--- src/rtl/mod_148_dplca_txop_table_pkg.sv ---
// ---------------------------------------------------------------------------
// mod_148_dplca_pkg
// Shared definitions for the DPLCA transmit-opportunity table manager:
//   - claim_e : TXOP claim encodings as driven by the PLCA control FSM
//   - ON/OFF, TRUE/FALSE single-bit constants
//   - state_e : table-manager FSM state encodings
// ---------------------------------------------------------------------------
package mod_148_dplca_pkg;

    // Encodings are fixed by the control FSM; 2'b11 is undefined and decoded as NONE.
    typedef enum logic [1:0] {
        CLAIM_SOFT = 2'b00,
        CLAIM_HARD = 2'b01,
        CLAIM_NONE = 2'b10
    } claim_e;

    localparam logic ON    = 1'b1;
    localparam logic OFF   = 1'b0;
    localparam logic TRUE  = 1'b1;
    localparam logic FALSE = 1'b0;

    typedef enum logic [1:0] {
        StIdle   = 2'd0,
        StUpdate = 2'd1,
        StAck    = 2'd2,
        StScan   = 2'd3
    } state_e;

endpackage

--- src/rtl/mod_148_dplca_txop_table_if.sv ---
// ---------------------------------------------------------------------------
// mod_148_dplca_txop_table_if
// NEXT_TX_OPPORTUNITY handshake between the PLCA control FSM and the DPLCA
// TXOP table manager.
//   dplca_txop_end        control -> table  level, high in NEXT_TX_OPPORTUNITY
//   dplca_txop_id   [7:0] control -> table  ID of the closing TXOP
//   dplca_txop_claim[1:0] control -> table  claim seen in that TXOP
//   dplca_txop_table_upd  table -> control  table updated for this txop_end
// Modports: master = control FSM side, slave = table manager side.
// ---------------------------------------------------------------------------
interface mod_148_dplca_txop_table_if;
    logic       dplca_txop_end;
    logic [7:0] dplca_txop_id;
    logic [1:0] dplca_txop_claim;
    logic       dplca_txop_table_upd;

    modport master (
        output dplca_txop_end,
        output dplca_txop_id,
        output dplca_txop_claim,
        input  dplca_txop_table_upd
    );

    modport slave (
        input  dplca_txop_end,
        input  dplca_txop_id,
        input  dplca_txop_claim,
        output dplca_txop_table_upd
    );
endinterface

--- src/rtl/mod_148_dplca_age_ram.sv ---
// ---------------------------------------------------------------------------
// mod_148_dplca_age_ram
// NUM_ENTRIES x AGE_W register file holding the per-ID claim age.
//   clk    in           clock
//   clr    in           synchronous clear of all entries (wins over write)
//   we     in           write enable
//   waddr  in  ADDR_W   write address
//   wdata  in  AGE_W    write data
//   raddr  in  ADDR_W   read address
//   rdata  out AGE_W    combinational read data
// ---------------------------------------------------------------------------
module mod_148_dplca_age_ram #(
    parameter int unsigned NUM_ENTRIES = 32,
    parameter int unsigned AGE_W       = 4,
    parameter int unsigned ADDR_W      = 5
) (
    input  logic              clk,
    input  logic              clr,
    input  logic              we,
    input  logic [ADDR_W-1:0] waddr,
    input  logic [AGE_W-1:0]  wdata,
    input  logic [ADDR_W-1:0] raddr,
    output logic [AGE_W-1:0]  rdata
);
    logic [AGE_W-1:0] mem_q [NUM_ENTRIES];

    always_ff @(posedge clk) begin
        if (clr) begin
            for (int i = 0; i < NUM_ENTRIES; i++) begin
                mem_q[i] <= '0;
            end
        end else if (we) begin
            mem_q[waddr] <= wdata;
        end
    end

    assign rdata = mem_q[raddr];

endmodule

--- src/rtl/mod_148_dplca_txop_table.sv ---
// ---------------------------------------------------------------------------
// mod_148_dplca_txop_table
// DPLCA transmit-opportunity table manager beside the PLCA control FSM.
// Keeps a per-ID claim age, acknowledges each NEXT_TX_OPPORTUNITY with
// dplca_txop_table_upd, and on every cycle_start scans the table to derive
// the effective plca_node_count.
// Ports:
//   clk                  in       clock
//   plca_reset           in       synchronous active-high reset
//   dplca_en             in       DPLCA enable (low behaves like reset)
//   dplca_aging          in       ON = NONE visits decrement the entry age
//   plca_node_count_cfg  in  [7:0] static node count used when disabled
//   cycle_start          in       pulse on control FSM entry to SYNCING
//   txop                 slave    TXOP handshake (see _if)
//   plca_node_count      out [7:0] effective node count
//   dplca_local_id       out [7:0] free local ID, 255 when none / not built
//   busy                 out      FSM not idle
// Build option: define DPLCA_AUTO_ID_EN to build free local-ID discovery;
// otherwise dplca_local_id is tied to 255.
// ---------------------------------------------------------------------------
module mod_148_dplca_txop_table
    import mod_148_dplca_pkg::*;
#(
    parameter int unsigned MAX_NODES      = 32,
    parameter int unsigned AGE_W          = 4,
    parameter int unsigned AGE_MAX        = 8,
    parameter int unsigned AGE_SOFT       = 2,
    parameter int unsigned MIN_NODE_COUNT = 8
) (
    input  logic                             clk,
    input  logic                             plca_reset,
    input  logic                             dplca_en,
    input  logic                             dplca_aging,
    input  logic [7:0]                       plca_node_count_cfg,
    input  logic                             cycle_start,
    mod_148_dplca_txop_table_if.slave        txop,
    output logic [7:0]                       plca_node_count,
    output logic [7:0]                       dplca_local_id,
    output logic                             busy
);
    localparam int unsigned       AW       = (MAX_NODES > 1) ? $clog2(MAX_NODES) : 1;
    localparam logic [AGE_W-1:0]  AgeMax   = AGE_W'(AGE_MAX);
    localparam logic [AGE_W-1:0]  AgeSoft  = AGE_W'(AGE_SOFT);
    localparam logic [8:0]        NodesMax = 9'(MAX_NODES);
    localparam logic [8:0]        NodesMin = 9'(MIN_NODE_COUNT);
    localparam logic [AW-1:0]     LastIdx  = AW'(MAX_NODES - 1);

    state_e           state_q, state_d;
    logic             clr;
    logic             txop_end_d;
    logic             txop_rise;
    logic             scan_last;
    logic             id_valid;
    logic [7:0]       id_q;
    logic [1:0]       claim_q;
    logic             pend_q;
    logic             scan_pend_q;
    logic [AW-1:0]    idx_q;
    logic [AW-1:0]    hi_q, hi_d;
    logic             hi_found_q, hi_found_d;
    logic             entry_active;
    logic [7:0]       node_count_q;
    logic [8:0]       count_raw;
    logic [7:0]       count_clamped;
    logic             table_upd_q;
    logic             ram_we;
    logic [AW-1:0]    ram_raddr;
    logic [AGE_W-1:0] ram_rdata, ram_wdata;

    // Disabling DPLCA is treated exactly like a reset.
    assign clr       = plca_reset | ~dplca_en;
    assign txop_rise = txop.dplca_txop_end & ~txop_end_d;
    assign scan_last = (idx_q == LastIdx);
    assign id_valid  = ({1'b0, id_q} < NodesMax);

    // Follows the input even in reset so a txop_end still high at reset
    // release is not mistaken for a new rising edge.
    always_ff @(posedge clk) begin
        txop_end_d <= txop.dplca_txop_end;
    end

    // ----------------------------------------------------------------- FSM
    always_ff @(posedge clk) begin
        if (clr) begin
            state_q <= StIdle;
        end else begin
            state_q <= state_d;
        end
    end

    always_comb begin
        state_d = state_q;
        unique case (state_q)
            StIdle: begin
                // A closing TXOP beats a scan request.
                if (txop_rise) begin
                    state_d = StUpdate;
                end else if (cycle_start || scan_pend_q) begin
                    state_d = StScan;
                end
            end
            StUpdate: state_d = StAck;
            StAck: begin
                if (!txop.dplca_txop_end) begin
                    state_d = StIdle;
                end
            end
            StScan: begin
                if (scan_last) begin
                    state_d = (pend_q || txop_rise) ? StUpdate : StIdle;
                end
            end
            default: state_d = StIdle;
        endcase
    end

    always_comb begin
        busy      = (state_q != StIdle);
        ram_we    = (state_q == StUpdate) && id_valid;
        ram_raddr = (state_q == StScan) ? idx_q : id_q[AW-1:0];
        ram_wdata = ram_rdata;
        if (claim_q == CLAIM_HARD) begin
            ram_wdata = AgeMax;
        end else if (claim_q == CLAIM_SOFT) begin
            if (ram_rdata < AgeSoft) begin
                ram_wdata = AgeSoft;
            end
        end else if (dplca_aging == ON && ram_rdata != '0) begin
            // NONE and undefined claims: one step of aging per visit.
            ram_wdata = ram_rdata - 1'b1;
        end
    end

    // ----------------------------------------------------------- age table
    mod_148_dplca_age_ram #(
        .NUM_ENTRIES (MAX_NODES),
        .AGE_W       (AGE_W),
        .ADDR_W      (AW)
    ) u_age_ram (
        .clk   (clk),
        .clr   (clr),
        .we    (ram_we),
        .waddr (id_q[AW-1:0]),
        .wdata (ram_wdata),
        .raddr (ram_raddr),
        .rdata (ram_rdata)
    );

    // -------------------------------------------------------- scan datapath
    assign entry_active = (ram_rdata != '0);
    assign hi_d         = entry_active ? idx_q : hi_q;
    assign hi_found_d   = hi_found_q | entry_active;

    always_comb begin
        count_raw = hi_found_d ? (9'(hi_d) + 9'd2) : NodesMin;
        if (count_raw < NodesMin) begin
            count_clamped = NodesMin[7:0];
        end else if (count_raw > NodesMax) begin
            count_clamped = NodesMax[7:0];
        end else begin
            count_clamped = count_raw[7:0];
        end
    end

    always_ff @(posedge clk) begin
        if (clr) begin
            id_q         <= 8'hFF;
            claim_q      <= CLAIM_NONE;
            pend_q       <= FALSE;
            scan_pend_q  <= FALSE;
            idx_q        <= '0;
            hi_q         <= '0;
            hi_found_q   <= FALSE;
            node_count_q <= plca_node_count_cfg;
            table_upd_q  <= FALSE;
        end else begin
            // Capture only where the edge is going to be serviced.
            if (txop_rise && (state_q == StIdle || state_q == StScan)) begin
                id_q    <= txop.dplca_txop_id;
                claim_q <= txop.dplca_txop_claim;
            end

            if (state_q == StScan) begin
                pend_q <= scan_last ? FALSE : (pend_q | txop_rise);
            end

            if (cycle_start && (state_q == StUpdate || state_q == StAck ||
                                (state_q == StIdle && txop_rise))) begin
                scan_pend_q <= TRUE;
            end else if (state_q == StIdle && state_d == StScan) begin
                scan_pend_q <= FALSE;
            end

            if (state_q == StScan) begin
                idx_q      <= scan_last ? '0 : idx_q + 1'b1;
                hi_q       <= scan_last ? '0 : hi_d;
                hi_found_q <= scan_last ? FALSE : hi_found_d;
                if (scan_last) begin
                    node_count_q <= count_clamped;
                end
            end

            if (state_q == StUpdate) begin
                table_upd_q <= TRUE;
            end else if (state_q == StAck && !txop.dplca_txop_end) begin
                table_upd_q <= FALSE;
            end
        end
    end

    assign txop.dplca_txop_table_upd = table_upd_q;
    assign plca_node_count           = dplca_en ? node_count_q : plca_node_count_cfg;

    // ------------------------------------------------------ free local ID
`ifdef DPLCA_AUTO_ID_EN
    logic [AW-1:0] free_q;
    logic          free_found_q;
    logic          free_hit;
    logic [7:0]    local_id_q;

    // ID 0 is the coordinator and never offered as a local ID.
    assign free_hit = (idx_q != '0) && !entry_active && !free_found_q;

    always_ff @(posedge clk) begin
        if (clr) begin
            free_q       <= '0;
            free_found_q <= FALSE;
            local_id_q   <= 8'hFF;
        end else if (state_q == StScan) begin
            if (scan_last) begin
                free_q       <= '0;
                free_found_q <= FALSE;
                if (free_found_q) begin
                    local_id_q <= 8'(free_q);
                end else if (free_hit) begin
                    local_id_q <= 8'(idx_q);
                end else begin
                    local_id_q <= 8'hFF;
                end
            end else if (free_hit) begin
                free_q       <= idx_q;
                free_found_q <= TRUE;
            end
        end
    end

    assign dplca_local_id = local_id_q;
`else
    assign dplca_local_id = 8'hFF;
`endif

endmodule

--- src/flat_wrapper.sv ---
// flat-port wrapper written by rule: the top's interface ports become plain ports
module mod_148_dplca_txop_table_flat import mod_148_dplca_pkg::*;
#(
    parameter int unsigned MAX_NODES      = 32,
    parameter int unsigned AGE_W          = 4,
    parameter int unsigned AGE_MAX        = 8,
    parameter int unsigned AGE_SOFT       = 2,
    parameter int unsigned MIN_NODE_COUNT = 8
)
  (clk, plca_reset, dplca_en, dplca_aging, plca_node_count_cfg, cycle_start, plca_node_count, dplca_local_id, busy, txop_dplca_txop_end, txop_dplca_txop_id, txop_dplca_txop_claim, txop_dplca_txop_table_upd);
  mod_148_dplca_txop_table_if txop_i ();
  input  logic clk;
  input  logic plca_reset;
  input  logic dplca_en;
  input  logic dplca_aging;
  input  logic [7:0] plca_node_count_cfg;
  input  logic cycle_start;
  output logic [7:0] plca_node_count;
  output logic [7:0] dplca_local_id;
  output logic busy;
  input wire logic [$bits(txop_i.dplca_txop_end)-1:0] txop_dplca_txop_end;
  input wire logic [$bits(txop_i.dplca_txop_id)-1:0] txop_dplca_txop_id;
  input wire logic [$bits(txop_i.dplca_txop_claim)-1:0] txop_dplca_txop_claim;
  output wire logic [$bits(txop_i.dplca_txop_table_upd)-1:0] txop_dplca_txop_table_upd;
  assign txop_i.dplca_txop_end = txop_dplca_txop_end;
  assign txop_i.dplca_txop_id = txop_dplca_txop_id;
  assign txop_i.dplca_txop_claim = txop_dplca_txop_claim;
  assign txop_dplca_txop_table_upd = txop_i.dplca_txop_table_upd;
  mod_148_dplca_txop_table #(.MAX_NODES(MAX_NODES), .AGE_W(AGE_W), .AGE_MAX(AGE_MAX), .AGE_SOFT(AGE_SOFT), .MIN_NODE_COUNT(MIN_NODE_COUNT)) u_core (.clk(clk), .plca_reset(plca_reset), .dplca_en(dplca_en), .dplca_aging(dplca_aging), .plca_node_count_cfg(plca_node_count_cfg), .cycle_start(cycle_start), .txop(txop_i), .plca_node_count(plca_node_count), .dplca_local_id(dplca_local_id), .busy(busy));
endmodule
--- config.mk ---
export PLATFORM = sky130hd
export DESIGN_NAME = mod_148_dplca_txop_table_flat
export DESIGN_NICKNAME = d
export VERILOG_FILES = /design/src/rtl/mod_148_dplca_txop_table_pkg.sv /design/src/rtl/mod_148_dplca_txop_table_if.sv /design/src/rtl/mod_148_dplca_age_ram.sv /design/src/rtl/mod_148_dplca_txop_table.sv /design/src/flat_wrapper.sv
export SDC_FILE = /design/constraint.sdc
export NUM_CORES = 1
export LEC_CHECK = 0
export CAP_MARGIN = 20
export CORE_MARGIN = 3
export CORE_UTILIZATION = 45
export DETAILED_ROUTE_END_ITERATION = 7
export SLEW_MARGIN = 20
export SYNTH_ARGS = -nofsm -noshare
export SYNTH_HDL_FRONTEND = slang
export SYNTH_SLANG_ARGS = --single-unit
--- constraint.sdc ---
create_clock -name clk -period 10.44 [get_ports clk]
set_input_delay 2.088 -clock clk [delete_from_list [all_inputs] [get_ports clk]]
set_output_delay 2.088 -clock clk [all_outputs]
set_load 0.02 [all_outputs]
# Yosys cells after proc, flatten, opt, wreduce, memory -nomap -nowiden
# Memories as Yosys holds them, arrays and structs flattened.
# Cells that the tools add are included.
totals:
  inputBits: 24
  memories: 1
  output_inout_bits: 18
  word_cells: 89
  reg_bits: 35
  mem_bits_rw: 128
memory_table:
  columns: ["name", "words", "word_bits", "rd", "rd_clocked_by_memory_dff", "wr", "line", "source"]
  rows:
  - ["u_core.u_age_ram.mem_q", 32, 4, 1, 0, 32, "mod_148_dplca_age_ram.sv:25", "logic [AGE_W-1:0] mem_q [NUM_ENTRIES];"]
op_classes:
  n_bitwise: 6
  n_mux: 35
  n_reduce_logical: 23
  n_eq_ne: 6
  magnitude_cmp: 4
  add_sub_neg: 3
ops:
  columns: ["op", "n"]
  rows:
  - ["2-to-1 mux 8 bit", 6]
  - ["2-to-1 mux 5 bit", 5]
  - ["2-to-1 mux 4 bit", 5]
  - ["2-to-1 mux 1 bit", 13]
  - ["nonzero test 2 bit", 5]
  - ["> comparator 9 x 6 -> 1 bit, second input constant", 1]
  - ["less-than comparator 9 x 4 -> 1 bit, second input constant", 1]
  - ["2-to-1 mux 9 bit", 1]
  - ["less-than comparator 8 x 6 -> 1 bit, second input constant", 1]
  - ["2-to-1 mux 2 bit", 4]
  - ["case mux 2 bit (4 select lines)", 1]
  - ["logical AND 1 bit", 7]
  - ["adder 5 x 2 -> 6 bit, second input constant", 1]
  - ["== test 2 bit, second input constant", 3]
  - ["adder 5 x 1 -> 5 bit, second input constant", 1]
  - ["== test 5 bit, second input constant", 1]
  - ["logical OR 1 bit", 5]
  - ["== test 2 x 1 -> 1 bit, second input constant", 2]
  - ["zero test 2 bit", 2]
  - ["less-than comparator 4 x 2 -> 1 bit, second input constant", 1]
  - ["nonzero test 4 bit", 1]
  - ["OR reduction 4 bit", 1]
  - ["subtractor 4 x 1 -> 4 bit, second input constant", 1]
  - ["bitwise OR 1 bit", 3]
  - ["other kinds (4)", 5]

# Logic depth before layout (Yosys ltp)
# Gate-level depths: netlist of run 1.
# An unclocked memory read counts as a cell.
depth:
  ltp_word: 13
  depth_mapped: 20

# Hierarchy
# A second synthesis of run 1 with hierarchy kept.
hier_totals:
  hier_cells: 647
  area_unflattened_um2: 8256.7
modules_own_cells:
  columns: ["mod", "instances", "cells_each", "area_each_um2"]
  rows:
  - ["mod_148_dplca_age_ram", 1, 404, 6140.9]
  - ["mod_148_dplca_txop_table", 1, 243, 2115.8]

# Least setup slack after synthesis of run 1
# Ideal clock, no wire load.
synth_path:
  path_kind: "input to output"
  start: "in dplca_en"
  end: "out plca_node_count[0]"
  path_stages: 2
  t_arrival_ns: 2.815
  setup_slack_ns: 5.537
  cell_sequence: "clkbuf_1 > mux2_2"
synth_via:
  elab_chain_len: 1
synth_lines:
  columns: ["element", "line", "source"]
  rows:
  - ["start, declared", "flat_wrapper.sv:14", "input logic dplca_en;"]
  - ["2-to-1 mux 8 bit", "mod_148_dplca_txop_table.sv:212", "assign plca_node_count = dplca_en ? node_count_q : plca_node_count_cfg;"]
  - ["end, declared", "flat_wrapper.sv:18", "output logic [7:0] plca_node_count;"]
# No other way between the ends.

# Worst setup path after layout of run 1
layout_path:
  start: "in dplca_en"
  end: "out plca_node_count[1]"
# Same word-level chain as after synthesis.

==> reports/metrics.cfg, run 1 <==
[synthesis]
netlist_instances=851
synth-edff-count=136
synth_seq_cells=163
dominantRegCellSynth=sky130_fd_sc_hd__edfxtp_1
netlist_top_cells_count=sky130_fd_sc_hd__nand2_1 (166), sky130_fd_sc_hd__edfxtp_1 (136), sky130_fd_sc_hd__nor2_1 (129)
synthArstFlopShare_pct=0
post-synth-top-area-fraction_pct=47.44
post_synth.cell_area_avg_sq_um=10.12
post_synthesis_cell_type_with_the_largest_combined_area=sky130_fd_sc_hd__edfxtp_1
top_count_cell_post_synth=sky130_fd_sc_hd__nand2_1
yosys_warnings=0
synth.lib_cells_used.distinct=60
post_synth_main_area_contributors=sky130_fd_sc_hd__edfxtp_1 (47%), sky130_fd_sc_hd__nand2_1 (7.2%), sky130_fd_sc_hd__dfxtp_1 (6.3%)
ys_seq_area_share_pct=53.72
post_synth_instance_area_sq_um=8608

[power_and_ir_drop]
power_share_of_the_combinational_group_pct=13.8
power.density_nw_per_um2=169.4
cellLeakagePower_uw=0.003437
seq_power_share_pct=45.4
ir_drop_v=0.0001278
power.switching_fraction_pct=27.89
power.share.clock_pct=40.8
p_int_uw=1178
switchingPower_uw=455.5

[critical_path]
critical_path.max_stage_delay_ns=0.72
cp_cell_sequence=clkdlybuf4s50_1 > mux2_2 > clkdlybuf4s50_1
worst_setup_path_startpoint=dplca_en
critical_path_depth=3
timing.rr.start=u_core.state_q[0]
crit_path_end_kind=output pin
setup.worst_path.class=input pin to output pin
largest_delay_share_family_worst_path=buffers and inverters
worst_path_max_delay_cell=sky130_fd_sc_hd__clkdlybuf4s50_1
worstSetupStartpointType=input pin
worst-path-max-fanout=10
reg2reg_slack_ns=4.61
critical-path-top-cell-by-count=sky130_fd_sc_hd__clkdlybuf4s50_1
regToRegEndpoint=u_core.node_count_q[1]
worst_ep_arrival_time_ns=3.76
critPathCapture=plca_node_count[1]
reg2regPathDepth=15
timing.critical_path.buf_inv=2
worst-endpoint-required_ns=8.35

[finish]
area_growth_syn_to_layout_pct=12.01
num-nets-final=884
n_antenna_cell=0
fraction_of_final_layout_cells_with_drive_strength_greater_than_1_pct=10.30
final.fill_count=1681

[sta]
layout_worst_path_cycle_share_pct=56.03
holdWs_ns=0.4676
timing.final.crit_period_ns=5.850
setup_viol=0
worst_clock_skew_ns=0.009848
finalWorstSetupSlack_ns=4.590
rsz_0062_raised_after_global_routing=no
slew_viol_final=0
timing.setup.tns_ns=0
max_freq_ghz=0.1709
timing.final.hold_violations=0
worst_relative_slew_slack_pct=20.71
tightestPinTransition_ns=1.187

[worst_hold_path]
min_path_type=flop to flop

[clocking]
cts_clk_pin_slew_worst_paths_ns=0.07
postCtsSetupRepairBufs=0
clock_latency_ns=0.44
cts_resized=0
post_cts_hold_buffer_count=0
cts_tree=done
htreeDepth=4
clk_path_buf_depth=2
clock_root_buffer=sky130_fd_sc_hd__clkbuf_16
cts_num_sinks=163
tritoncts.num_buffers=17

[routing]
dr.pass1.iters=5
route.antenna.remaining_nets=0
via_per_inst=6.120
wire_per_inst_um=22.12
drt-total-wl_mm=24.17
initial_detailed_routing_violation_count=772
post-route-drc-count=0
route.vias.total=6689

[floorplan]
floorplan.die.height_um=144.3
die_width_um=144.3
number_of_top_level_design_ports=42
floorplan.core_area_sq_um=18390
row_count=49
floorplan.die_area_sq_um=20830
start_util_pct=46.80

[grt]
gr-total-overflow=0
grt_first_pass_wirelength_mm=37.59
vias_in_the_first_global_route=6524
grt.total_usage_pct=24.02
grt_antenna_before_repair=0
grt_max_degree=53

[place]
hpwl_mm=16.14
place_worst_setup_slack_ns=4.571
place.gp.congestion=0.8969
place.port_buffers=33

[job]
timing.max_cap.violations=0

[status]
run_status=finished clean

-- logic make-up (layout without fill, tap and decap cells) --
family	Yosys count	in the layout	synth area share (%)
AOI/OAI and AO/OA	115	115	9.215
xor gates and xnor gates	3	3	0.3053
adders and majority gates	9	9	1.308
buffers and inverters	82	88	4.651
DFF	163	163	53.72
muxes	51	51	8.837
other	1	8	0.04356
and+or+nand+nor	427	427	21.92
-- tightest hold or removal path, cell delays in order (launching register included) --
cell,delay [ns]
sky130_fd_sc_hd__dfxtp_1,0.33
sky130_fd_sc_hd__a21oi_1,0.04
sky130_fd_sc_hd__nor2_1,0.06
-- worst min path at each step --
stage	startpoint	endpoint	slack, ns	cells past startpoint
after floorplan	u_core.pend_q	u_core.pend_q	0.43	2
after global placement	u_core.pend_q	u_core.pend_q	0.45	2
after detailed placement	u_core.hi_q[0]	u_core.hi_q[0]	0.46	2
after CTS	u_core.hi_q[0]	u_core.hi_q[0]	0.47	2
after global routing	u_core.hi_q[0]	u_core.hi_q[0]	0.49	2
final	u_core.pend_q	u_core.pend_q	0.47	2
-- per-layer routing --
| layer | part of all wire, % | up-vias | global-route usage [%] | routed length, um |
|---|---|---|---|---|
| li1 | - | 3021 | - | - |
| met1 | 41 | 3280 | 32.38 | 9947 |
| met2 | 48 | 341 | 39.19 | 11640 |
| met3 | 7.9 | 47 | 4.398 | 1917 |
| met4 | 2.8 | 0 | 8.493 | 671 |
| met5 | 0 | - | 0 | 0 |
-- stage by stage --
stage               cell area, sq um  total power (uW)  util, %  cells
floorplan                       8635             902.6        -    858
global placement                9004             972.7    48.95   1060
detailed placement              9021             978.8    49.05   1061
CTS                             9642              1637    52.42   1093
global route                    9642              1683    52.42   1093
finish                          9642              1633    52.42   1093
-- flip-flops by register name, summed over array words and instances (netlist names) --
register                          flops
u_core.u_age_ram.mem_q              128
u_core.id_q                           8
u_core.node_count_q                   8
u_core.hi_q                           5
u_core.idx_q                          5
u_core.claim_q                        2
u_core.state_q                        2
u_core.hi_found_q                     1
u_core.pend_q                         1
u_core.scan_pend_q                    1
u_core.txop.dplca_txop_table_upd      1
u_core.txop_end_d                     1
-- cell type report --
class,instances,area [sq um],area share (%)
clock buffer,17,425.4,4.412
multi-input combinational,613,3652,37.88
tap,229,286.5,2.972
inverter,13,48.80,0.5061
sequential,163,4624,47.96
timing repair buffer,43,409.1,4.243
clock inverter,15,195.2,2.024
-- placed cells by master (no fill, tap or decap), drive strengths merged, types with 3 or more instances in the layout --
cell type,count
a211oi,3
a21o,3
a21oi,19
a22o,7
a22oi,16
a31oi,6
a32oi,3
and2,5
buf,10
bufinv,3
clkbuf,17
clkdlybuf4s50,33
clkinv,4
conb,8
dfxtp,27
edfxtp,136
ha,9
inv,20
mux2,17
mux2i,17
mux4,17
nand2,166
nand2b,33
nand3,15
nand3b,3
nand4,4
nor2,130
nor2b,12
nor3,44
nor3b,4
o211ai,8
o21ai,22
o22ai,6
o31ai,4
or3,4
-- power groups by stage --
stage                     Sequential [uW]  Combinational [uW]  Clock, uW
final                                 742                 225        667
after global routing                  743                 240        699
after CTS                             741                 224        673
after detailed placement              755                 223          0
after global placement                755                 218          0
after floorplan                       748                 154          0
(Power assumes the default switching activity.)
==> inputs of run 2 (changes only) <==
==> constraint.sdc (replaced) <==
create_clock -name clk -period 5.6 [get_ports clk]
set_input_delay 1.12 -clock clk [delete_from_list [all_inputs] [get_ports clk]]
set_output_delay 1.12 -clock clk [all_outputs]
set_load 0.02 [all_outputs]
==> run 2 against run 1 <==
- hold slack lost 0.0086 ns
- combinational power increased by 83%
- first-iteration DRC count grew 8.7%
- critical endpoint is now u_core.node_count_q[1]
- largest power group unchanged
- clock skew rose by 0.0034 ns
- critical path type is now flop to flop
==> reports/metrics.cfg, run 2 (same netlist as run 1, synthesis figures left out) <==
[power_and_ir_drop]
p_total_uw=2921  ; +79%
cellLeakagePower_uw=0.003433  ; -0.11%
power.density_nw_per_um2=303.7  ; +79%
ir_drop_v=0.0002525  ; +98%

[clocking]
tritoncts.num_buffers=17  ; unchanged
post_cts_hold_buffer_count=0  ; unchanged
clk_path_buf_depth=2  ; unchanged
cts_tree=done
htreeDepth=4  ; unchanged
postCtsSetupRepairBufs=0  ; unchanged
cts_clk_pin_slew_worst_paths_ns=0.07  ; about the same
cts_num_sinks=163  ; unchanged
cts_resized=0  ; unchanged
clock_root_buffer=sky130_fd_sc_hd__clkbuf_16
clock_latency_ns=0.44  ; about the same

[sta]
timing.setup.tns_ns=0  ; unchanged
timing.final.crit_period_ns=5.093
layout_worst_path_cycle_share_pct=90.95
slew_viol_final=0  ; unchanged
setup_viol=0  ; unchanged
worst_clock_skew_ns=0.01323  ; +0.003378 ns
max_freq_ghz=0.1963
tightestPinTransition_ns=1.155  ; -0.03215 ns
worst_relative_slew_slack_pct=22.73  ; +2.0 points
rsz_0062_raised_after_global_routing=no
timing.final.hold_violations=0  ; unchanged

[finish]
layout_commonest_cell=sky130_fd_sc_hd__nand2_1
utilization_pct=52.29  ; -0.13 points
num-nets-final=888  ; +0.45%
n_antenna_cell=0  ; unchanged
fraction_of_final_layout_cells_with_drive_strength_greater_than_1_pct=10.83  ; +0.53 points
largest_register_ff_count=128  ; unchanged
area_growth_syn_to_layout_pct=11.73
most_flops_register=u_core.u_age_ram.mem_q
most-common-layout-cells=sky130_fd_sc_hd__nand2_1 (166), sky130_fd_sc_hd__edfxtp_1 (136), sky130_fd_sc_hd__nor2_1 (129)
biggest_regs=u_core.u_age_ram.mem_q x128, u_core.id_q x8, u_core.node_count_q x8

[grt]
grt_antenna_before_repair=0  ; unchanged
grt_max_degree=52  ; -1.9%
gr-total-overflow=0  ; unchanged
vias_in_the_first_global_route=6394  ; -2.0%
grt_first_pass_wirelength_mm=36.92  ; -1.8%
grt.total_usage_pct=23.82  ; -0.20 points

[routing]
initial_detailed_routing_violation_count=839  ; +8.7%
dr.pass1.iters=5  ; unchanged
via_per_inst=6.090  ; -0.48%
post-route-drc-count=0  ; unchanged
route.vias.total=6681  ; -0.12%
wire_per_inst_um=21.95  ; -0.74%
route.antenna.remaining_nets=0  ; unchanged
drt-total-wl_mm=24.08  ; -0.37%

[floorplan]
die_width_um=144.3  ; unchanged
row_count=49  ; unchanged
start_util_pct=46.80  ; unchanged
number_of_top_level_design_ports=42  ; unchanged
floorplan.die_area_sq_um=20830  ; unchanged
floorplan.die.height_um=144.3  ; unchanged
floorplan.core_area_sq_um=18390  ; unchanged

[critical_path]
worst_setup_path_startpoint=u_core.state_q[0]
cp_cell_sequence=ha_1 > buf_4 > nor2b_1 > a22oi_1 > o22ai_1 > o211ai_1 > a21oi_1 > o21ai_2 > nor2_2 > buf_4 > mux2_2 > ha_1 > o311a_1 > nor3b_1 > a221o_1
reg2reg_slack_ns=0.51  ; -4.10 ns
setup.worst_path.class=flop to flop
regToRegEndpoint=u_core.node_count_q[1]
timing.rr.start=u_core.state_q[0]
worstSetupStartpointType=flop
worst_path_max_delay_cell=sky130_fd_sc_hd__nor2b_1
critPathCapture=u_core.node_count_q[1]
worst-path-max-fanout=23  ; +13
worst-endpoint-required_ns=5.80  ; -2.55 ns
crit_path_end_kind=flop
critical_path.max_stage_delay_ns=0.61  ; -0.11 ns
reg2regPathDepth=15  ; unchanged
worst_ep_arrival_time_ns=5.29  ; +1.53 ns

[worst_hold_path]
min_path_type=flop to flop

[job]
timing.max_cap.violations=0  ; unchanged

[place]
place.gp.congestion=0.9130  ; +1.8%
hpwl_mm=16.37  ; +1.4%
place.port_buffers=33  ; unchanged

[status]
run_status=finished clean

[run 2: changes by cell type in the layout (fill, tap and decap cells not counted), sizes merged]
cell,change
clkinv,+3
buf,+4
clkbuf,+1
bufinv,-2
inv,-2
[run 2: worst min path at each step]
stage                            startpoint                end  cells after the start  slack, ns
after detailed placement  u_core.claim_q[0]  u_core.claim_q[0]                      2       0.45
after floorplan               u_core.pend_q      u_core.pend_q                      2       0.43
after global placement       u_core.id_q[7]     u_core.id_q[7]                      2       0.44
final                     u_core.claim_q[0]  u_core.claim_q[0]                      2       0.46
after global routing      u_core.claim_q[0]  u_core.claim_q[0]                      2       0.48
after CTS                 u_core.claim_q[0]  u_core.claim_q[0]                      2       0.46
[run 2: area by class of cell]
type	count	area, sq um
Timing Repair Buffer	47	447.9
Inverter	13	48.80
Fill cell	1660	8775
Sequential cell	163	4624
Multi-Input combinational cell	613	3651
Tap cell	229	286.5
Clock buffer	18	429.2
Clock inverter	14	130.1
[run 2: metal layers]
metal,vias up,share of wire [%],global-route usage [%]
li1,3029,-,-
met1,3283,42,31.70
met2,311,47,38.36
met3,58,8.0,5.126
met4,0,2.7,9.180
met5,-,0,0
[run 2: worst max-delay path: cells and delay by family (launching register included)]
family / cells / cell delay [ns]
mux: 1 / 0.36
simple gates: 3 / 0.93
fa+ha+maj: 2 / 0.71
flops: 1 / 0.43
buf+inv: 2 / 0.55
compound gates: 7 / 1.85
[run 2: report_power, final]
group | leakage, uW | internal, uW | switching, uW | total, uW
Sequential | 0.00173 | 1360 | 26.2 | 1390
Clock | 0.000277 | 618 | 506 | 1120
Combinational | 0.00143 | 124 | 287 | 411
[run 2: stage by stage]
step	setup WS, ns	std cells	hold WS [ns]	cell area (sq um)
5_1_grt	0.2230	1097	0.4837	9618
4_1_cts	0.6109	1097	0.4631	9618
3_3_place_gp	0.7243	1065	0.4428	9054
3_5_place_dp	0.6124	1065	0.4545	9059
6_report	0.5066	1097	0.4590	9618
2_1_floorplan	1.293	858	0.4280	8635
==> inputs of run 3 (changes only) <==
--- a/config.mk
+++ b/config.mk
@@ -7,8 +7,10 @@
 export LEC_CHECK = 0
 export CAP_MARGIN = 20
 export CORE_MARGIN = 3
-export CORE_UTILIZATION = 45
+export CORE_UTILIZATION = 60
 export DETAILED_ROUTE_END_ITERATION = 7
+export PLACE_DENSITY = 0.79
+export SKIP_LAST_GASP = 1
 export SLEW_MARGIN = 20
 export SYNTH_ARGS = -nofsm -noshare
 export SYNTH_HDL_FRONTEND = slang
==> run 3 against run 2 <==
- the run now ends with design-rule violations left
- global-route usage rose by 5.8 points
- cell area fell by 0.30%
- sequential share of layout area rose by 0.14 points
==> reports/metrics.cfg, run 3 (same netlist as run 1, synthesis figures left out) <==
[sta]
holdWs_ns=0.4678  ; +0.008844 ns
slew_viol_final=0  ; unchanged
layout_worst_path_cycle_share_pct=94.11  ; +3.2 points
worst_relative_slew_slack_pct=19.65  ; -3.1 points
timing.setup.tns_ns=0  ; unchanged
timing.final.hold_violations=0  ; unchanged
setup_viol=0  ; unchanged
max_freq_ghz=0.1898  ; -3.4%
rsz_0062_raised_after_global_routing=no
tightestPinTransition_ns=1.203  ; +0.04810 ns
timing.final.crit_period_ns=5.270  ; +0.1767 ns
worst_clock_skew_ns=0.009026  ; -0.004200 ns

[clocking]
post_cts_hold_buffer_count=0  ; unchanged
postCtsSetupRepairBufs=0  ; unchanged
htreeDepth=4  ; unchanged
cts_clk_pin_slew_worst_paths_ns=0.07  ; about the same
cts_num_sinks=163  ; unchanged
clk_path_buf_depth=2  ; unchanged
clock_latency_ns=0.43  ; about the same
clock_root_buffer=sky130_fd_sc_hd__clkbuf_16
tritoncts.num_buffers=17  ; unchanged
cts_tree=done
cts_resized=0  ; unchanged

[worst_hold_path]
timing.hold.worst_endpoint=u_core.hi_q[0]
min_path_type=flop to flop
hold_path_depth=2  ; unchanged
hold_path_startpoint=u_core.hi_q[0]

[grt]
grt.total_usage_pct=29.63  ; +5.8 points
grt_max_degree=52  ; unchanged
gr-total-overflow=0  ; unchanged
grt_first_pass_wirelength_mm=35.98  ; -2.6%
vias_in_the_first_global_route=6516  ; +1.9%
grt_antenna_before_repair=0  ; unchanged

[routing]
route.antenna.remaining_nets=0  ; unchanged
wire_per_inst_um=22.14  ; +0.86%
via_per_inst=6.516  ; +7.0%
post-route-drc-count=1  ; +1
initial_detailed_routing_violation_count=739  ; -12%
route.vias.total=6829  ; +2.2%
dr.pass1.iters=8  ; +3
drt-total-wl_mm=23.20  ; -3.6%

[finish]
biggest_regs=u_core.u_age_ram.mem_q x128, u_core.id_q x8, u_core.node_count_q x8
largest_register_ff_count=128  ; unchanged
most-common-layout-cells=sky130_fd_sc_hd__nand2_1 (166), sky130_fd_sc_hd__edfxtp_1 (136), sky130_fd_sc_hd__nor2_1 (129)
most_flops_register=u_core.u_age_ram.mem_q
n_antenna_cell=0  ; unchanged
utilization_pct=68.82  ; +17 points
postLayoutCellArea_sq_um=9589  ; -0.30%
fraction_of_final_layout_cells_with_drive_strength_greater_than_1_pct=10.71  ; -0.12 points
layout_commonest_cell=sky130_fd_sc_hd__nand2_1
area_growth_syn_to_layout_pct=11.40
final.fill_count=1024  ; -38%
num-nets-final=888  ; unchanged

[critical_path]
regToRegEndpoint=u_core.node_count_q[1]
worst_ep_arrival_time_ns=5.46  ; +0.17 ns
setup.worst_path.class=flop to flop
crit_path_end_kind=flop
worst-path-max-fanout=31  ; +35%
reg2reg_slack_ns=0.33  ; -0.18 ns
worst-endpoint-required_ns=5.79  ; about the same
timing.rr.start=u_core.state_q[0]
reg2regPathDepth=15  ; unchanged
worstSetupStartpointType=flop

[status]
violations=design-rule violations
run_status=finished, violations left

[floorplan]
start_util_pct=61.78  ; +15 points
row_count=43  ; -12%
floorplan.die_area_sq_um=15820  ; -24%
number_of_top_level_design_ports=42  ; unchanged
floorplan.core_area_sq_um=13930  ; -24%
floorplan.die.height_um=125.8  ; -13%
die_width_um=125.8  ; -13%

[power_and_ir_drop]
cellLeakagePower_uw=0.003445  ; +0.35%
ir_drop_v=0.0002713  ; +7.5%
power.density_nw_per_um2=310.8  ; +2.3%

[place]
place.gp.congestion=0.9605  ; +5.2%
place.port_buffers=33  ; unchanged
dpl-instance-area_sq_um=8985  ; -0.81%
hpwl_mm=15.44  ; -5.7%

[job]
timing.max_cap.violations=0  ; unchanged

## run 3: layer usage
| metal | routed length (um) | up-vias | track usage (%) |
|---|---|---|---|
| li1 | - | 3030 | - |
| met1 | 8548 | 3247 | 37.92 |
| met2 | 11100 | 462 | 48.05 |
| met3 | 2466 | 90 | 7.082 |
| met4 | 1088 | 0 | 14.01 |
| met5 | 0 | - | 0 |
## run 3: final cells by class
cell class | count | area, sq um | area share, %
clock inverters | 15 | 168.9 | 1.761
flip-flops and latches | 163 | 4624 | 48.23
clock buffers | 17 | 425.4 | 4.436
repair buffers | 47 | 447.9 | 4.671
well taps | 180 | 225.2 | 2.349
inverters | 13 | 48.80 | 0.5089
multi-input cells | 613 | 3649 | 38.05
## run 3: through the flow
stage               std cells  worst slack [ns]  power (uW)
detailed placement       1015            0.4107        1811
finish                   1048            0.3299        2980
global placement         1015            0.6256        1800
global route             1048            0.1045        3059
floorplan                 858             1.293        1683
CTS                      1047            0.3959        2971
## run 3: worst max path at each step
stage,depth (start not counted),to,from
after global placement,15,u_core.node_count_q[1],u_core.state_q[0]
after CTS,15,u_core.node_count_q[1],u_core.state_q[0]
after floorplan,16,u_core.node_count_q[1],u_core.state_q[0]
final,15,u_core.node_count_q[1],u_core.state_q[0]
after detailed placement,15,u_core.node_count_q[1],u_core.state_q[0]
after global routing,17,u_core.node_count_q[3],u_core.state_q[0]
## run 3: critical path, cell delays in order, from the launching register on
cell                      delay (ns)
sky130_fd_sc_hd__dfxtp_1        0.45
sky130_fd_sc_hd__ha_1           0.59
sky130_fd_sc_hd__mux2i_4        0.35
sky130_fd_sc_hd__buf_12         0.25
sky130_fd_sc_hd__mux4_2         0.52
sky130_fd_sc_hd__a22oi_1        0.28
sky130_fd_sc_hd__and4_1         0.38
sky130_fd_sc_hd__ha_1           0.20
sky130_fd_sc_hd__o21ai_2        0.11
sky130_fd_sc_hd__nor2_2         0.12
sky130_fd_sc_hd__buf_4          0.22
sky130_fd_sc_hd__mux2_2         0.37
sky130_fd_sc_hd__ha_1           0.32
sky130_fd_sc_hd__o311a_1        0.37
sky130_fd_sc_hd__nor3b_1        0.16
sky130_fd_sc_hd__a221o_1        0.32
## run 3: report_power, final
part	internal, uW	switching (uW)
Combinational	123	289
Sequential	1360	26.9
Clock	670	512
Total	2150	829
==> edit: new RTL, flow settings as in run 3 <==
The 4 states of `state_e` get a Gray code encoding in 2 bits.
--- a/src/rtl/mod_148_dplca_txop_table_pkg.sv
+++ b/src/rtl/mod_148_dplca_txop_table_pkg.sv
@@ -20,10 +20,10 @@
     localparam logic FALSE = 1'b0;
 
     typedef enum logic [1:0] {
-        StIdle   = 2'd0,
-        StUpdate = 2'd1,
-        StAck    = 2'd2,
-        StScan   = 2'd3
+        StIdle   = 2'b00,
+        StUpdate = 2'b01,
+        StAck    = 2'b11,
+        StScan   = 2'b10
     } state_e;
 
 endpackage
Behaviour: same outputs for any inputs over 10 cycles, from zero or initial values; not proved beyond that.
==> edit against run 3 <==
- non-clock buffer count is 2 higher
- setup slack improved by 0.095 ns
- sequential cell count unchanged
- routed wire length down 5.4%
- first-iteration DRC count is 3.4% higher
- power grew 6.0%
- area after synthesis fell by 0.77%
- global-route usage fell by 1.7 points
- die area fell by 0.74%
- via count decreased by 7.0%
- clock power is 10% higher
- maximum frequency grew 1.8%
- critical path depth down 3
- final area is 0.30% lower
- largest cell class unchanged
==> edit: results (changes against run 3) <==
| Metric | Value |
|---|---|
| Lkg Pwr | `3.47 nW (was 3.45 nW)` |
| Clock Power Share | `0.413 (was 0.397)` |
| Slew headroom | `0.216 (was 0.196)` |
| Clock Skew | `0.0102 ns (was 0.00903 ns)` |
| Post-synthesis compound-gate area fraction | `0.0946 (was 0.0922)` |
| Status | `complete, no violations (was finished, violations left)` |
| CP peak stage delay | `0.65 ns (was 0.59 ns)` |
| Slowest-stage cell, CP | `a2111oi_0 (was ha_1)` |
| Crit-path leading delay family | `simple AND/OR/NAND/NOR gates (was multiplexers)` |
| Sequential element share of the synthesized area | `0.541 (was 0.537)` |
| Worst R2R Start | `u_core.state_q[1]$_SDFF_PP0_ (was u_core.state_q[0]$_SDFF_PP0_)` |
| Max IR drop VDD | `0.207 mV (was 0.271 mV)` |
| Global-route wire length before repair | `34100 µm (was 36000 µm)` |
| Hold path start | `u_core.id_q[5]$_SDFFE_PP1P_ (was u_core.hi_q[0]$_SDFFE_PP0P_)` |
| Largest net degree at the start of global routing | `45 (was 52)` |
| Total combinational power | `0.470 mW (was 0.412 mW)` |
| Int Pwr | `2.34 mW (was 2.15 mW)` |
| Pre-CTS WS | `0.419 ns (was 0.411 ns)` |
| Placement Cell Area | `0.00889 mm² (was 0.00898 mm²)` |
| Routability cong. | `0.923 (was 0.961)` |
| WL/cell | `22.3 µm (was 22.1 µm)` |
| Crit Path Max Fanout | `23 (was 31)` |
| Share of cells above drive strength 1 | `0.141 (was 0.107)` |
| Most instantiated cells after synthesis | `nor2_1, edfxtp_1, nand2_1, a211oi_1, mux2i_1 (was nand2_1, edfxtp_1, nor2_1, nor3_1, nand2b_1)` |
| Largest cells by area after synthesis | `edfxtp_1, dfxtp_1, nor2_1 (was edfxtp_1, nand2_1, dfxtp_1)` |
| Adder-Cell Fraction of Synth Area | `0.00732 (was 0.0131)` |
| Hpwl dp | `14400 µm (was 15400 µm)` |
| Synth unique cells | `64 (was 60)` |
| Multiplexer share of the synthesized area | `0.0913 (was 0.0884)` |
| Final net count | `825 (was 888)` |
| First drt pass iteration count | `6 (was 8)` |
| Xor and xnor fraction of the mapped netlist area | `0.00820 (was 0.00305)` |
| Initial DRC count | `764 (was 739)` |
## edit: changes by cell type in the layout (fill, tap and decap cells not counted), sizes merged, moves of 9 or more
| cell | change |
|---|---|
| nand2 | -52 |
| a211oi | +40 |
| nand2b | -26 |
| o21ai | -15 |
| mux2i | +14 |
| nor2 | +13 |
| a22oi | -11 |
| nor4 | +10 |
| a2111oi | +9 |
| inv | +9 |
## edit: metrics by stage
stage                     cells  hold slack [ns]  total power, mW  utilization
after global placement      953            0.452             1.85        0.656
after floorplan             793            0.440             1.73            -
after global routing        984            0.514             3.25        0.705
after CTS                   984            0.478             3.15        0.705
final                       984            0.478             3.16        0.705
after detailed placement    953            0.467             1.86        0.656
## edit: routing by layer
| metal | vias to the layer above | part of all wire | GRT usage |
|---|---|---|---|
| met2 | 414 | 0.49 | 0.463 |
| met5 | - | 0 | 0 |
| met4 | 0 | 0.028 | 0.104 |
| met1 | 3034 | 0.38 | 0.356 |
| li1 | 2850 | - | - |
| met3 | 55 | 0.10 | 0.0746 |
## edit: final cells by class
type,instances,area [µm²],share of cell area
Sequential cell,163,4620,0.484
Multi-Input combinational cell,536,3500,0.366
Timing Repair Buffer,49,450,0.0471
Clock buffer,18,429,0.0449
Clock inverter,13,231,0.0242
Tap cell,176,220,0.0230
Inverter,29,109,0.0114
## edit: path summary, 6_finish.rpt
path / to / slack [ns] / cells past startpoint
max reg2reg: u_core.node_count_q[3]$_DFFE_PP_ / 0.43 / 12
min reg2reg: u_core.id_q[5]$_SDFFE_PP1P_ / 0.48 / 2
max: u_core.node_count_q[3]$_DFFE_PP_ / 0.43 / 12
min: u_core.id_q[5]$_SDFFE_PP1P_ / 0.48 / 2
